`src/rtl/rec_play_ctrl.sv`:
```
// rec_play_ctrl: record/playback sequencer turning key pulses into recorder/DSP commands.
// Latency: commands, state and latches update on the edge that samples the event (keys: 1 cycle, or 3 with edge detect).
// Backpressure: none; one event is acted on per cycle, and lower-priority events in that cycle are dropped.
//
// Optional feature macro: REC_PLAY_CTRL_KEY_EDGE_EN (2-flop sync + rising-edge detect on keys).
//
// Ports:
//   i_clk, i_rst_n            BCLK-domain clock, async active-low reset
//   i_init_done               I2C init finished (level)
//   i_key_0/1/2               record, play, stop keys
//   i_mode, i_speed           play mode and speed-minus-one, latched at play start/resume
//   i_rec_addr, i_play_addr   recorder write / DSP read addresses
//   o_state                   current state encoding
//   o_rec_*/o_dsp_*           single-cycle command pulses
//   o_fast/o_slow_0/o_slow_1  latched mode flags; o_speed latched factor 1..8
//   o_rec_len                 end address of the last completed recording
//   o_sram_sel                1 = recorder owns SRAM, 0 = DSP reads
module rec_play_ctrl #(
   parameter int                ADDR_W   = 20,
   parameter logic [ADDR_W-1:0] MAX_ADDR = {ADDR_W{1'b1}}
) (
   input  logic              i_clk,
   input  logic              i_rst_n,
   input  logic              i_init_done,
   input  logic              i_key_0,
   input  logic              i_key_1,
   input  logic              i_key_2,
   input  logic [1:0]        i_mode,
   input  logic [2:0]        i_speed,
   input  logic [ADDR_W-1:0] i_rec_addr,
   input  logic [ADDR_W-1:0] i_play_addr,
   output logic [2:0]        o_state,
   output logic              o_rec_start,
   output logic              o_rec_pause,
   output logic              o_rec_stop,
   output logic              o_dsp_start,
   output logic              o_dsp_pause,
   output logic              o_dsp_stop,
   output logic              o_fast,
   output logic              o_slow_0,
   output logic              o_slow_1,
   output logic [3:0]        o_speed,
   output logic [ADDR_W-1:0] o_rec_len,
   output logic              o_sram_sel
);

   typedef enum logic [2:0] {
      S_IDLE       = 3'd0,
      S_I2C        = 3'd1,
      S_RECD       = 3'd2,
      S_RECD_PAUSE = 3'd3,
      S_PLAY       = 3'd4,
      S_PLAY_PAUSE = 3'd5
   } state_t;

   // Key events, bit order {stop, play, record}.
   logic [2:0] key_evt;

`ifdef REC_PLAY_CTRL_KEY_EDGE_EN
   // Raw keys are asynchronous and may be held; synchronise, then fire once on the rising edge.
   logic [2:0] key_meta_q;
   logic [2:0] key_sync_q;
   logic [2:0] key_prev_q;

   always_ff @(posedge i_clk or negedge i_rst_n) begin
      if (!i_rst_n) begin
         key_meta_q <= 3'b000;
         key_sync_q <= 3'b000;
         key_prev_q <= 3'b000;
      end else begin
         key_meta_q <= {i_key_2, i_key_1, i_key_0};
         key_sync_q <= key_meta_q;
         key_prev_q <= key_sync_q;
      end
   end

   assign key_evt = key_sync_q & ~key_prev_q;
`else
   // Keys arrive as clean single-cycle pulses from the front end.
   assign key_evt = {i_key_2, i_key_1, i_key_0};
`endif

   logic ev_stop;
   logic ev_rec;
   logic ev_play;

   assign ev_stop = key_evt[2];
   assign ev_rec  = key_evt[0];
   assign ev_play = key_evt[1];

   state_t state_q;
   state_t state_d;

   logic rec_start_d;
   logic rec_pause_d;
   logic rec_stop_d;
   logic dsp_start_d;
   logic dsp_pause_d;
   logic dsp_stop_d;
   logic rec_len_ld;
   logic mode_ld;

   // Next-state and command decode. Within each state the if/else chain
   // encodes priority: stop key, record key, play key, then auto events.
   always_comb begin
      state_d     = state_q;
      rec_start_d = 1'b0;
      rec_pause_d = 1'b0;
      rec_stop_d  = 1'b0;
      dsp_start_d = 1'b0;
      dsp_pause_d = 1'b0;
      dsp_stop_d  = 1'b0;
      rec_len_ld  = 1'b0;
      mode_ld     = 1'b0;

      case (state_q)
         S_I2C: begin
            if (i_init_done) begin
               state_d = S_IDLE;
            end
         end

         S_IDLE: begin
            if (ev_stop) begin
               // Nothing to stop; the key still blocks lower-priority keys this cycle.
               state_d = S_IDLE;
            end else if (ev_rec) begin
               state_d     = S_RECD;
               rec_start_d = 1'b1;
            end else if (ev_play && (o_rec_len != '0)) begin
               // Playing an empty clip would end immediately, so the key is ignored.
               state_d     = S_PLAY;
               dsp_start_d = 1'b1;
               mode_ld     = 1'b1;
            end
         end

         S_RECD: begin
            if (ev_stop) begin
               state_d    = S_IDLE;
               rec_stop_d = 1'b1;
               rec_len_ld = 1'b1;
            end else if (ev_rec) begin
               state_d     = S_RECD_PAUSE;
               rec_pause_d = 1'b1;
            end else if (i_rec_addr >= MAX_ADDR) begin
               // SRAM full: behave exactly like a stop key.
               state_d    = S_IDLE;
               rec_stop_d = 1'b1;
               rec_len_ld = 1'b1;
            end
         end

         S_RECD_PAUSE: begin
            if (ev_stop) begin
               state_d    = S_IDLE;
               rec_stop_d = 1'b1;
               rec_len_ld = 1'b1;
            end else if (ev_rec) begin
               state_d     = S_RECD;
               rec_start_d = 1'b1;
            end
         end

         S_PLAY: begin
            if (ev_stop) begin
               state_d    = S_IDLE;
               dsp_stop_d = 1'b1;
            end else if (ev_play) begin
               state_d     = S_PLAY_PAUSE;
               dsp_pause_d = 1'b1;
            end else if (i_play_addr >= o_rec_len) begin
               // Reached the end of the recorded clip.
               state_d    = S_IDLE;
               dsp_stop_d = 1'b1;
            end
         end

         S_PLAY_PAUSE: begin
            if (ev_stop) begin
               state_d    = S_IDLE;
               dsp_stop_d = 1'b1;
            end else if (ev_play) begin
               // Resume re-samples mode/speed so the user can change them while paused.
               state_d     = S_PLAY;
               dsp_start_d = 1'b1;
               mode_ld     = 1'b1;
            end
         end

         default: begin
            state_d = S_I2C;
         end
      endcase
   end

   always_ff @(posedge i_clk or negedge i_rst_n) begin
      if (!i_rst_n) begin
         state_q     <= S_I2C;
         o_rec_start <= 1'b0;
         o_rec_pause <= 1'b0;
         o_rec_stop  <= 1'b0;
         o_dsp_start <= 1'b0;
         o_dsp_pause <= 1'b0;
         o_dsp_stop  <= 1'b0;
         o_sram_sel  <= 1'b0;
      end else begin
         state_q     <= state_d;
         o_rec_start <= rec_start_d;
         o_rec_pause <= rec_pause_d;
         o_rec_stop  <= rec_stop_d;
         o_dsp_start <= dsp_start_d;
         o_dsp_pause <= dsp_pause_d;
         o_dsp_stop  <= dsp_stop_d;
         // Taken from the next state so the mux flips together with o_state.
         o_sram_sel  <= (state_d == S_RECD);
      end
   end

   always_ff @(posedge i_clk or negedge i_rst_n) begin
      if (!i_rst_n) begin
         o_rec_len <= '0;
      end else if (rec_len_ld) begin
         o_rec_len <= i_rec_addr;
      end
   end

   // Mode/speed are frozen for the DSP between start/resume events.
   always_ff @(posedge i_clk or negedge i_rst_n) begin
      if (!i_rst_n) begin
         o_fast   <= 1'b0;
         o_slow_0 <= 1'b0;
         o_slow_1 <= 1'b0;
         o_speed  <= 4'd1;
      end else if (mode_ld) begin
         o_fast   <= (i_mode == 2'b01);
         o_slow_0 <= (i_mode == 2'b10);
         o_slow_1 <= (i_mode == 2'b11);
         // Normal mode always runs at unity speed regardless of i_speed.
         o_speed  <= (i_mode == 2'b00) ? 4'd1 : ({1'b0, i_speed} + 4'd1);
      end
   end

   assign o_state = state_q;

endmodule

```
`config.mk`:
```
export PLATFORM = sky130hd
export DESIGN_NAME = rec_play_ctrl
export DESIGN_NICKNAME = d
export VERILOG_FILES = /design/src/rtl/rec_play_ctrl.sv
export SDC_FILE = /design/constraint.sdc
export NUM_CORES = 1
export LEC_CHECK = 0
export ABC_AREA = 1
export CORE_MARGIN = 4
export CORE_UTILIZATION = 48
export DETAILED_ROUTE_END_ITERATION = 6
export PLACE_DENSITY = 0.91
export SYNTH_ARGS = -nofsm -noshare
export SYNTH_HDL_FRONTEND = slang
export SYNTH_SLANG_ARGS = --single-unit
```
`constraint.sdc`:
```
create_clock -name i_clk -period 2.6 [get_ports i_clk]
set_input_delay 0.39 -clock i_clk [delete_from_list [all_inputs] [get_ports i_clk]]
set_output_delay 0.39 -clock i_clk [all_outputs]
set_load 0.1 [all_outputs]
```
==> reports/qor.txt <==
Util after Layout: 68.89%
Total CTS buffers: 5
CP bufs+invs: 2
Final ANT Viol Nets: 0
Critical path's slowest cell: clkdlybuf4s50_1
Final worst slack: 0.8093 ns
RSZ-0062 raised after global routing: false
Post-Synth Simple-Gate Area: 29.08%
Cell mode on critical path: nand2_1
Initial DRC count: 125
Die Y-Extent: 78.86 um
Hold Crit Class: in2async
Placer Congestion: 0.8510
Arr. time, crit path: 2.00 ns
Worst clock skew: 0.005143 ns
Final Hold Vio Count: 0
Grt ovf: 0
Hold_buf cts: 0
Adder-cell share of the synthesized area: 10.90%
Yosys warns: 0
Dpl hpwl: 4.995 mm
Yosys cell types: 28
Complex-gate fraction of the synthesized area: 11.79%
Routed Wire Length: 6.183 mm
Commonest cells after routing, fill and taps aside: nand2_1, clkdlybuf4s50_1, inv_1
Core Region: 0.004786 mm^2
IO Count: 88
Die area: 0.006218 mm^2
Mapped Cells: 303
Final min period: 1.791 ns
Area Growth Syn to Fin: 36.81%
CTS Root Cell: clkbuf_8
Setup crit end kind: flip-flop
# diodes: 0
CTS sink cnt: 37
Crit path required time: 2.81 ns
Sequential share of the synthesized area: 38.53%
Number of synthesized register bits: 37
Post-cts gate resize count: 0
Crit Path Max Fanout: 40
DRC violations left: 0
CTS tree: yes
Initial core utilization: 50.35%
Clock Pin Slew Worst Setup and Hold Paths: 0.07 ns
Mux contribution to synthesized area: 0%
GRT Total Usage: 20.32%
Vias in the first global route: 2,255
Slew Limit Fails: 0
Synthesized net count: 375
Vias per cell: 5.000
Crit path cell chain: clkdlybuf4s50_1, nand2_1, nor3_1, nand4_1, nand2_1, nand2_2, clkinv_4, nand2_1, o21ai_2
First-pass GRT wire length: 9.998 mm
Max clock buf depth: 2
Fmax: 558.5 MHz
Kind of critical path: in2reg
Total Nets Final: 464
H-tree depth: 2
Worst slew pin tran: 0.8437 ns
Setup_tns: 0 ns
CP delay by family, top: buffers and inverters
Most common cell after layout, fill and taps aside: nand2_1
Largest net degree at the start of global routing: 41
Die W: 78.86 um
Setup Buffers After CTS: 0
Layout cells sized above 1: 23.16%
Slew headroom: 43.75%
Average routed wire per standard cell: 13.44 um
# port buffers: 87
Pre-CTS setup slack: 0.5156 ns
Initial antenna violation count: 0
Netlist Area Pre-Place: 0.002410 mm^2
Drt pass-1 iters: 5
Total vias in the final route: 2,300
Main combinational cell family by area after synthesis: simple AND/OR/NAND/NOR gates
Placed inst area: 0.003214 mm^2
Clk_lat worst skew: 0.29 ns
Final setup fails: 0
Post-Synth XOR/XNOR Area: 0%
Row count: 25
CP Launch Type: primary input
Max cap viols: 0
Mean Syn Cell Area: 7.953 um^2
Design area: 0.003297 mm^2
Status: finished, final reports clean
Max incr delay on CP: 0.50 ns
Final worst path period share: 68.87%
## cell usage after synthesis
cell / number / area, um^2
nor2_2: 4 / 25.02
nand2_4: 1 / 11.26
inv_1: 42 / 157.7
clkbuf_1: 1 / 3.750
nand3_1: 13 / 65.06
nand4_2: 1 / 12.51
a221oi_2: 1 / 15.01
dfstp_2: 2 / 52.55
dfrtp_1: 35 / 875.8
o21ai_0: 3 / 15.01
o21bai_1: 1 / 7.510
nand2_1: 89 / 334.1
o21ai_2: 19 / 166.4
o22ai_1: 2 / 12.51
nand2_2: 9 / 56.30
ha_1: 21 / 262.8
a21oi_1: 12 / 60.06
nand4_4: 1 / 21.27
buf_6: 3 / 33.78
nor3_1: 3 / 15.01
nand3_2: 2 / 20.02
clkinv_4: 1 / 8.760
a21o_1: 1 / 7.510
buf_8: 1 / 15.01
nor3_2: 1 / 10.01
nand4_1: 7 / 43.79
nor2_1: 23 / 86.33
inv_2: 4 / 15.01
## layout make-up
cell class	count	area [um^2]
Sequential cell	37	928.4
Fill cell	387	1489
Timing Repair Buffer	87	773.2
Inverter	47	181.4
Multi-Input combinational cell	214	1247
Clock inverter	2	10.01
Tap cell	67	83.83
Clock buffer	6	72.57
## metal layers
metal | vias to the layer above | track usage (%) | wire (um)
met1 | 1058 | 25.25 | 2605
li1 | 1145 | - | -
met4 | 0 | 5.155 | 51
met5 | - | 0 | 0
met3 | 7 | 5.669 | 515
met2 | 90 | 34.89 | 3011
## path summary, 6_finish.rpt
kind	cells after the start	start	slack, ns	end
min reg2reg	2	o_speed[0]	0.51	o_speed[0]
min	1	i_rst_n	0.20	o_rec_len[16]
max in group asynchronous	1	i_rst_n	1.87	o_rec_len[15]
max reg2reg	10	o_rec_len[19]	0.92	o_dsp_stop
min in group i_clk	2	o_speed[0]	0.51	o_speed[0]
max	9	i_rec_addr[5]	0.81	o_rec_len[11]
## per-stage QoR
stage,hold slack [ns],std cells
final,0.2015,460
after global routing,0.2696,460
after CTS,0.2277,460
after detailed placement,0.4971,452
after global placement,0.4814,452
after floorplan,0.09441,303
## sequential cells by signal, indices dropped and copies added, names as in the netlist
name,flops
o_dsp_pause,1
o_dsp_start,1
o_dsp_stop,1
o_fast,1
o_rec_len,20
o_rec_pause,1
o_rec_start,1
o_rec_stop,1
o_slow_0,1
o_slow_1,1
o_speed,4
o_sram_sel,1
o_state,3
## kinds of logic after synthesis
kind of cell,count (synthesis)
AND/OR/NAND/NOR,154
AO/OA/AOI/OAI,39
buffers and inverters,52
flip-flops,37
adder cells (fa/ha/maj),21
Power is left out: the tool's default activity adds up to more than one toggle a clock period on the data nets, which glitch-free logic cannot reach.
